$ cat config.mk
export PLATFORM = sky130hd
export DESIGN_NAME = up_axi_master
export DESIGN_NICKNAME = d
export VERILOG_FILES = /design/src/rtl/up_axi_master.sv
export SDC_FILE = /design/constraint.sdc
export NUM_CORES = 1
export LEC_CHECK = 0
export ABC_AREA = 1
export CAP_MARGIN = 20
export CELL_PAD_IN_SITES_DETAIL_PLACEMENT = 0
export CELL_PAD_IN_SITES_GLOBAL_PLACEMENT = 1
export CORE_MARGIN = 4
export CORE_UTILIZATION = 30
export CTS_CLUSTER_SIZE = 10
export DETAILED_ROUTE_END_ITERATION = 7
export PLACE_DENSITY_LB_ADDON = 0.1
export RECOVER_POWER = 25
export SLEW_MARGIN = 25
export SYNTH_ARGS = -nofsm -noshare
export SYNTH_HDL_FRONTEND = slang
export SYNTH_SLANG_ARGS = --single-unit
$ cat constraint.sdc
create_clock -name up_clk -period 5.2 [get_ports up_clk]
set_input_delay 0.78 -clock up_clk [delete_from_list [all_inputs] [get_ports up_clk]]
set_output_delay 0.78 -clock up_clk [all_outputs]
set_load 0.05 [all_outputs]
$ cat src/rtl/up_axi_master.sv
// up_axi_master: turns single-pulse up_* register requests into AXI4-Lite master
// transactions. It keeps one outstanding AXI transaction and one pending slot per
// direction. When both directions are pending, the write goes first.
// Optional response timeout: define UP_AXI_MASTER_TIMEOUT_EN to build it. The
// default build waits for the slave indefinitely.
module up_axi_master #(
    parameter int AXI_ADDRESS_WIDTH = 16,
    parameter int TIMEOUT_CYCLES    = 1024
) (
    input  logic                         up_clk,
    input  logic                         up_rst,
    input  logic                         up_wreq,
    input  logic [AXI_ADDRESS_WIDTH-3:0] up_waddr,
    input  logic [31:0]                  up_wdata,
    output logic                         up_wack,
    input  logic                         up_rreq,
    input  logic [AXI_ADDRESS_WIDTH-3:0] up_raddr,
    output logic [31:0]                  up_rdata,
    output logic                         up_rack,
    output logic                         up_err,
    output logic                         m_axi_awvalid,
    output logic [AXI_ADDRESS_WIDTH-1:0] m_axi_awaddr,
    output logic [2:0]                   m_axi_awprot,
    input  logic                         m_axi_awready,
    output logic                         m_axi_wvalid,
    output logic [31:0]                  m_axi_wdata,
    output logic [3:0]                   m_axi_wstrb,
    input  logic                         m_axi_wready,
    input  logic                         m_axi_bvalid,
    input  logic [1:0]                   m_axi_bresp,
    output logic                         m_axi_bready,
    output logic                         m_axi_arvalid,
    output logic [AXI_ADDRESS_WIDTH-1:0] m_axi_araddr,
    output logic [2:0]                   m_axi_arprot,
    input  logic                         m_axi_arready,
    input  logic                         m_axi_rvalid,
    input  logic [31:0]                  m_axi_rdata,
    input  logic [1:0]                   m_axi_rresp,
    output logic                         m_axi_rready
);

    localparam int UAW = AXI_ADDRESS_WIDTH - 2;

    typedef enum logic [2:0] {
        ST_IDLE,
        ST_WR_ADDR,
        ST_WR_RESP,
        ST_RD_ADDR,
        ST_RD_DATA
    } state_t;

    state_t          state_q, state_d;
    logic            awvalid_q, awvalid_d;
    logic            wvalid_q, wvalid_d;
    logic            bready_q, bready_d;
    logic            arvalid_q, arvalid_d;
    logic            rready_q, rready_d;
    logic            up_wack_q, up_wack_d;
    logic            up_rack_q, up_rack_d;
    logic            up_err_q, up_err_d;
    logic [31:0]     up_rdata_q, up_rdata_d;

    // Pending slots. Each slot holds one request until its transaction completes.
    logic            wr_pend_q, wr_pend_d;
    logic [UAW-1:0]  wr_addr_q, wr_addr_d;
    logic [31:0]     wr_data_q, wr_data_d;
    logic            rd_pend_q, rd_pend_d;
    logic [UAW-1:0]  rd_addr_q, rd_addr_d;
    logic            wr_clr;
    logic            rd_clr;

`ifdef UP_AXI_MASTER_TIMEOUT_EN
    localparam int TW = $clog2(TIMEOUT_CYCLES + 1);
    logic [TW-1:0]   timer_q, timer_d;
`else
    // TIMEOUT_CYCLES shapes logic only in the timeout build.
    logic unused_timeout_cfg;
    assign unused_timeout_cfg = ^TIMEOUT_CYCLES;
`endif

    // Next-state, handshake, response and pending-slot logic.
    always_comb begin
        // NOTE: every signal gets a default first, so a missed branch never infers a latch.
        state_d    = state_q;
        awvalid_d  = awvalid_q;
        wvalid_d   = wvalid_q;
        bready_d   = bready_q;
        arvalid_d  = arvalid_q;
        rready_d   = rready_q;
        up_wack_d  = 1'b0;
        up_rack_d  = 1'b0;
        up_err_d   = 1'b0;
        up_rdata_d = up_rdata_q;
        wr_clr     = 1'b0;
        rd_clr     = 1'b0;

        case (state_q)
            ST_IDLE: begin
                if (wr_pend_q) begin
                    state_d   = ST_WR_ADDR;
                    awvalid_d = 1'b1;
                    wvalid_d  = 1'b1;
                end else if (rd_pend_q) begin
                    state_d   = ST_RD_ADDR;
                    arvalid_d = 1'b1;
                end
            end
            ST_WR_ADDR: begin
                // AW and W retire independently. Move on once neither is still waiting.
                if (awvalid_q && m_axi_awready) awvalid_d = 1'b0;
                if (wvalid_q && m_axi_wready)   wvalid_d  = 1'b0;
                if ((!awvalid_q || m_axi_awready) && (!wvalid_q || m_axi_wready)) begin
                    state_d  = ST_WR_RESP;
                    bready_d = 1'b1;
                end
            end
            ST_WR_RESP: begin
                if (m_axi_bvalid) begin
                    state_d   = ST_IDLE;
                    bready_d  = 1'b0;
                    up_wack_d = 1'b1;
                    up_err_d  = (m_axi_bresp != 2'b00);
                    wr_clr    = 1'b1;
                end
            end
            ST_RD_ADDR: begin
                if (m_axi_arready) begin
                    state_d   = ST_RD_DATA;
                    arvalid_d = 1'b0;
                    rready_d  = 1'b1;
                end
            end
            ST_RD_DATA: begin
                if (m_axi_rvalid) begin
                    state_d    = ST_IDLE;
                    rready_d   = 1'b0;
                    up_rack_d  = 1'b1;
                    up_rdata_d = m_axi_rdata;
                    up_err_d   = (m_axi_rresp != 2'b00);
                    rd_clr     = 1'b1;
                end
            end
            default: state_d = ST_IDLE;
        endcase

`ifdef UP_AXI_MASTER_TIMEOUT_EN
        // The timer reads zero on the first cycle of a transaction and counts every busy cycle.
        timer_d = (state_q == ST_IDLE) ? '0 : timer_q + TW'(1);
        if (state_q != ST_IDLE && timer_q == TW'(TIMEOUT_CYCLES - 1)) begin
            state_d   = ST_IDLE;
            awvalid_d = 1'b0;
            wvalid_d  = 1'b0;
            bready_d  = 1'b0;
            arvalid_d = 1'b0;
            rready_d  = 1'b0;
            up_err_d  = 1'b1;
            if (state_q == ST_WR_ADDR || state_q == ST_WR_RESP) begin
                up_wack_d = 1'b1;
                up_rack_d = 1'b0;
                wr_clr    = 1'b1;
            end else begin
                up_rack_d  = 1'b1;
                up_wack_d  = 1'b0;
                up_rdata_d = 32'hDEAD_DEAD;
                rd_clr     = 1'b1;
            end
        end
`endif

        // Clear first, then set: a request in the cycle its slot frees up is kept.
        // A request into a slot that is still occupied is dropped.
        wr_pend_d = wr_pend_q & ~wr_clr;
        wr_addr_d = wr_addr_q;
        wr_data_d = wr_data_q;
        if (up_wreq && !wr_pend_d) begin
            wr_pend_d = 1'b1;
            wr_addr_d = up_waddr;
            wr_data_d = up_wdata;
        end
        rd_pend_d = rd_pend_q & ~rd_clr;
        rd_addr_d = rd_addr_q;
        if (up_rreq && !rd_pend_d) begin
            rd_pend_d = 1'b1;
            rd_addr_d = up_raddr;
        end
    end

    // State register. An asynchronous reset drops every output and discards the pending slots.
    always_ff @(posedge up_clk or posedge up_rst) begin
        if (up_rst) begin
            // NOTE: the slot address/data registers are reset too; they drive the AXI address/data outputs directly.
            state_q    <= ST_IDLE;
            awvalid_q  <= 1'b0;
            wvalid_q   <= 1'b0;
            bready_q   <= 1'b0;
            arvalid_q  <= 1'b0;
            rready_q   <= 1'b0;
            up_wack_q  <= 1'b0;
            up_rack_q  <= 1'b0;
            up_err_q   <= 1'b0;
            up_rdata_q <= '0;
            wr_pend_q  <= 1'b0;
            wr_addr_q  <= '0;
            wr_data_q  <= '0;
            rd_pend_q  <= 1'b0;
            rd_addr_q  <= '0;
`ifdef UP_AXI_MASTER_TIMEOUT_EN
            timer_q    <= '0;
`endif
        end else begin
            // NOTE: non-blocking assignments, so every flop samples the pre-edge values.
            state_q    <= state_d;
            awvalid_q  <= awvalid_d;
            wvalid_q   <= wvalid_d;
            bready_q   <= bready_d;
            arvalid_q  <= arvalid_d;
            rready_q   <= rready_d;
            up_wack_q  <= up_wack_d;
            up_rack_q  <= up_rack_d;
            up_err_q   <= up_err_d;
            up_rdata_q <= up_rdata_d;
            wr_pend_q  <= wr_pend_d;
            wr_addr_q  <= wr_addr_d;
            wr_data_q  <= wr_data_d;
            rd_pend_q  <= rd_pend_d;
            rd_addr_q  <= rd_addr_d;
`ifdef UP_AXI_MASTER_TIMEOUT_EN
            timer_q    <= timer_d;
`endif
        end
    end

    // Address and data come straight from the slots. A slot cannot change while its transaction is in flight.
    assign m_axi_awvalid = awvalid_q;
    assign m_axi_awaddr  = {wr_addr_q, 2'b00};
    assign m_axi_awprot  = 3'b000;
    assign m_axi_wvalid  = wvalid_q;
    assign m_axi_wdata   = wr_data_q;
    assign m_axi_wstrb   = 4'hF;
    assign m_axi_bready  = bready_q;
    assign m_axi_arvalid = arvalid_q;
    assign m_axi_araddr  = {rd_addr_q, 2'b00};
    assign m_axi_arprot  = 3'b000;
    assign m_axi_rready  = rready_q;
    assign up_wack       = up_wack_q;
    assign up_rack       = up_rack_q;
    assign up_err        = up_err_q;
    assign up_rdata      = up_rdata_q;

endmodule
==> results by group <==
Status
  • Run status: finished, violations left
  • Failing checks: capacitance limit, slew limit

Floorplanning
  • Die ar.: 16300 um2
  • Initial core utilization: 30.8%
  • Num ports: 219
  • Row count: 43
  • Core area: 13900 um2
  • Width of the die: 128 um
  • Die height: 128 um

Place
  • Buffers added on ports: 204
  • Routability cong.: 0.795
  • Cells after DPL: 851
  • DPL Wire Length: 8.75 mm

Critical path
  • Critical path endpoint category: async pin
  • Largest stage delay on the critical path: 1.87 ns
  • CP arrival: 3.90 ns
  • Slowest cell on the critical path: clkinvlp_2
  • Worst Reg-to-Reg Cells: 6
  • Crit start category: primary input
  • Max FO, Critical Path: 75
  • WP data required: 5.67 ns
  • Setup slack, reg-to-reg: 2.71 ns
  • Crit Path Category: primary input to async pin
  • Crit-path cells: dlygate4sd3_1 > clkinvlp_2 > buf_4

Power
  • Pwr dens: 661 nW/um2
  • Worst vdd ir: 290 uV
  • P_leak: 3.29 nW

Global route
  • Largest net degree at the start of global routing: 76
  • First-pass GRT wire length: 19.7 mm
  • Vias in the first global route: 3768
  • Antenna violations before repair: 1
  • GR Overflow Total: 0
  • All-Layer GR Usage: 15.1%

Drt
  • Vias per cell: 4.39
  • DR DRC count: 0
  • Routed Antenna Nets: 0
  • Final WL: 12.3 mm
  • Starting DRT DRC Count: 191
  • Wire per inst: 14.2 um
  • Vias: 3801
  • Drt pass-1 iters: 4

Job
  • # Max-Cap Violations: 1

Clock network
  • Sink Count: 105
  • Cts hold-fix bufs: 0
  • CTS resizes: 0
  • Clock latency at the later pin of the worst-skew pair: 0.34 ns
  • Clock Path Buffers: 2
  • Post-CTS setup buffers: 0
  • CTS tree: done
  • CTS Root Buffer Type: clkbuf_16
  • CTS buffer count: 9
  • H-tree depth: 3
  • Clock slew at reported path FFs: 0.06 ns

Final layout
  • Post-Route Utilization: 48.0%
  • Nets: 787
  • Non-Filler Instances: 866
  • Diodes inserted: 0
  • Synthesis-to-layout area growth: 55.6%
  • Share of cells above drive strength 1: 3.64%

Synthesis
  • Post-Syn Area per Cell: 8.75 um2
  • Post-Syn Instances: 491
  • Area leader, netlist: dfrtp_1
  • Mapped cell area: 4300 um2
  • Top post-synthesis cells by area: dfrtp_1 (61%), nand2_1 (21%), nand3_1 (7.3%), buf_4 (2.8%), inv_1 (1.4%)
  • Synth top cells by count: nand2_1 (236), dfrtp_1 (105), nand3_1 (63)
  • Seq cells post-synth: 105
  • Yosys warns: 0
  • Cell variety after synth: 21
  • Main flop type after synthesis: dfrtp_1
  • Ys async rst share: 100%
  • EDFF count, synth: 0
  • Part of the Yosys area used for sequential elements: 61.1%
  • Synth top area share: 61.1%
  • Top-count cell post-synth: nand2_1

STA
  • Slew headroom: -122%
  • Setup TNS: 0 ns
  • RSZ-0062 raised after global routing: false
  • Slew Limit Fails: 76
  • Hold Vio Cnt, Final: 0
  • WHS: 0.468 ns
  • FMAX: 292 MHz
  • Tmin final: 3.43 ns
  • Final period util: 65.9%
  • Slew @ Worst Pin: 3.31 ns
  • Clock Skews: 0.00537 ns
  • Setup violators final: 0

Worst hold path
  • HP Class: flip-flop to flip-flop
  • Hold Path Depth: 2
## cells in the final DEF (no fill, tap or decap), types with 2 or more instances in the layout
cell and n:
dlygate4sd3_1 2, dfrtp_1 105, clkdlybuf4s50_1 201, nor2_1 9, nand3_1 63, nand2_2 3, inv_2 2, o22ai_1 2
clkbuf_8 2, clkinv_2 2, buf_4 2, nand2_1 236, conb_1 14, o21ai_0 7, a21oi_1 3, clkbuf_16 9
inv_1 15
## flip-flops by register name, indices dropped and copies added, names as in the netlist
name,flops
rd_pend_q,1
m_axi_rready,1
wr_addr_q,14
up_err,1
m_axi_wdata,32
up_wack,1
m_axi_awvalid,1
m_axi_wvalid,1
m_axi_arvalid,1
up_rack,1
rd_addr_q,14
up_rdata,32
m_axi_bready,1
state_q,3
wr_pend_q,1
## through the flow
stage | setup WS [ns] | area (um2) | power (W)
after floorplan | 1.66 | 4340 | 0.00293
after global placement | 2.16 | 6390 | 0.00376
after detailed placement | 2.16 | 6390 | 0.00378
after CTS | 2.51 | 6690 | 0.00448
after global routing | 1.17 | 6690 | 0.00468
final | 1.77 | 6690 | 0.00442
## report_power, final
group          total, W  switching [W]  leakage, nW  internal, W
logic           0.00241        0.00166         1.82     0.000758
registers       0.00133       0.000184         1.33      0.00114
clock network  0.000681       0.000285        0.148     0.000396
total           0.00442        0.00213         3.29      0.00230
## final timing paths
kind | startpoint | to
hold / removal | m_axi_wdata[9] | m_axi_wdata[9]
min in group asynchronous | up_rst | up_rdata[0]
hold reg to reg | m_axi_wdata[9] | m_axi_wdata[9]
max in group up_clk | m_axi_bvalid | wr_addr_q[8]
setup reg to reg | state_q[1] | rd_addr_q[13]
setup / recovery | up_rst | m_axi_wdata[9]
## per-layer routing
metal	wire [um]	part of all wire (%)	vias up	GRT usage (%)
li1	-	-	1890	-
met1	5540	45	1729	20.5
met4	224	1.8	2	5.68
met3	1020	8.3	16	4.58
met2	5510	45	164	22.9
met5	13	0.11	-	0
## cells by family (layout without fill, tap and decap cells)
group | after synthesis | after routing | share of synthesized area, %
AND/OR/NAND/NOR | 314 | 314 | 29.8
flip-flops | 105 | 105 | 61.1
buffers and inverters | 56 | 239 | 7.07
AO/OA/AOI/OAI | 14 | 14 | 1.83
other | 2 | 14 | 0.175
## critical path: cells and delay by family
kind | cells | cell delay, ns
buf+inv | 3 | 3.06
## cell type report
| type | count | area (um2) |
|---|---|---|
| tap | 180 | 225 |
| clock inverter | 3 | 40.0 |
| multi-input combinational | 342 | 1420 |
| fill | 1313 | 7250 |
| sequential | 105 | 2630 |
| clock buffer | 12 | 256 |
| timing repair buffer | 206 | 2050 |
| inverter | 18 | 68.8 |
(Power assumes the default switching activity.)
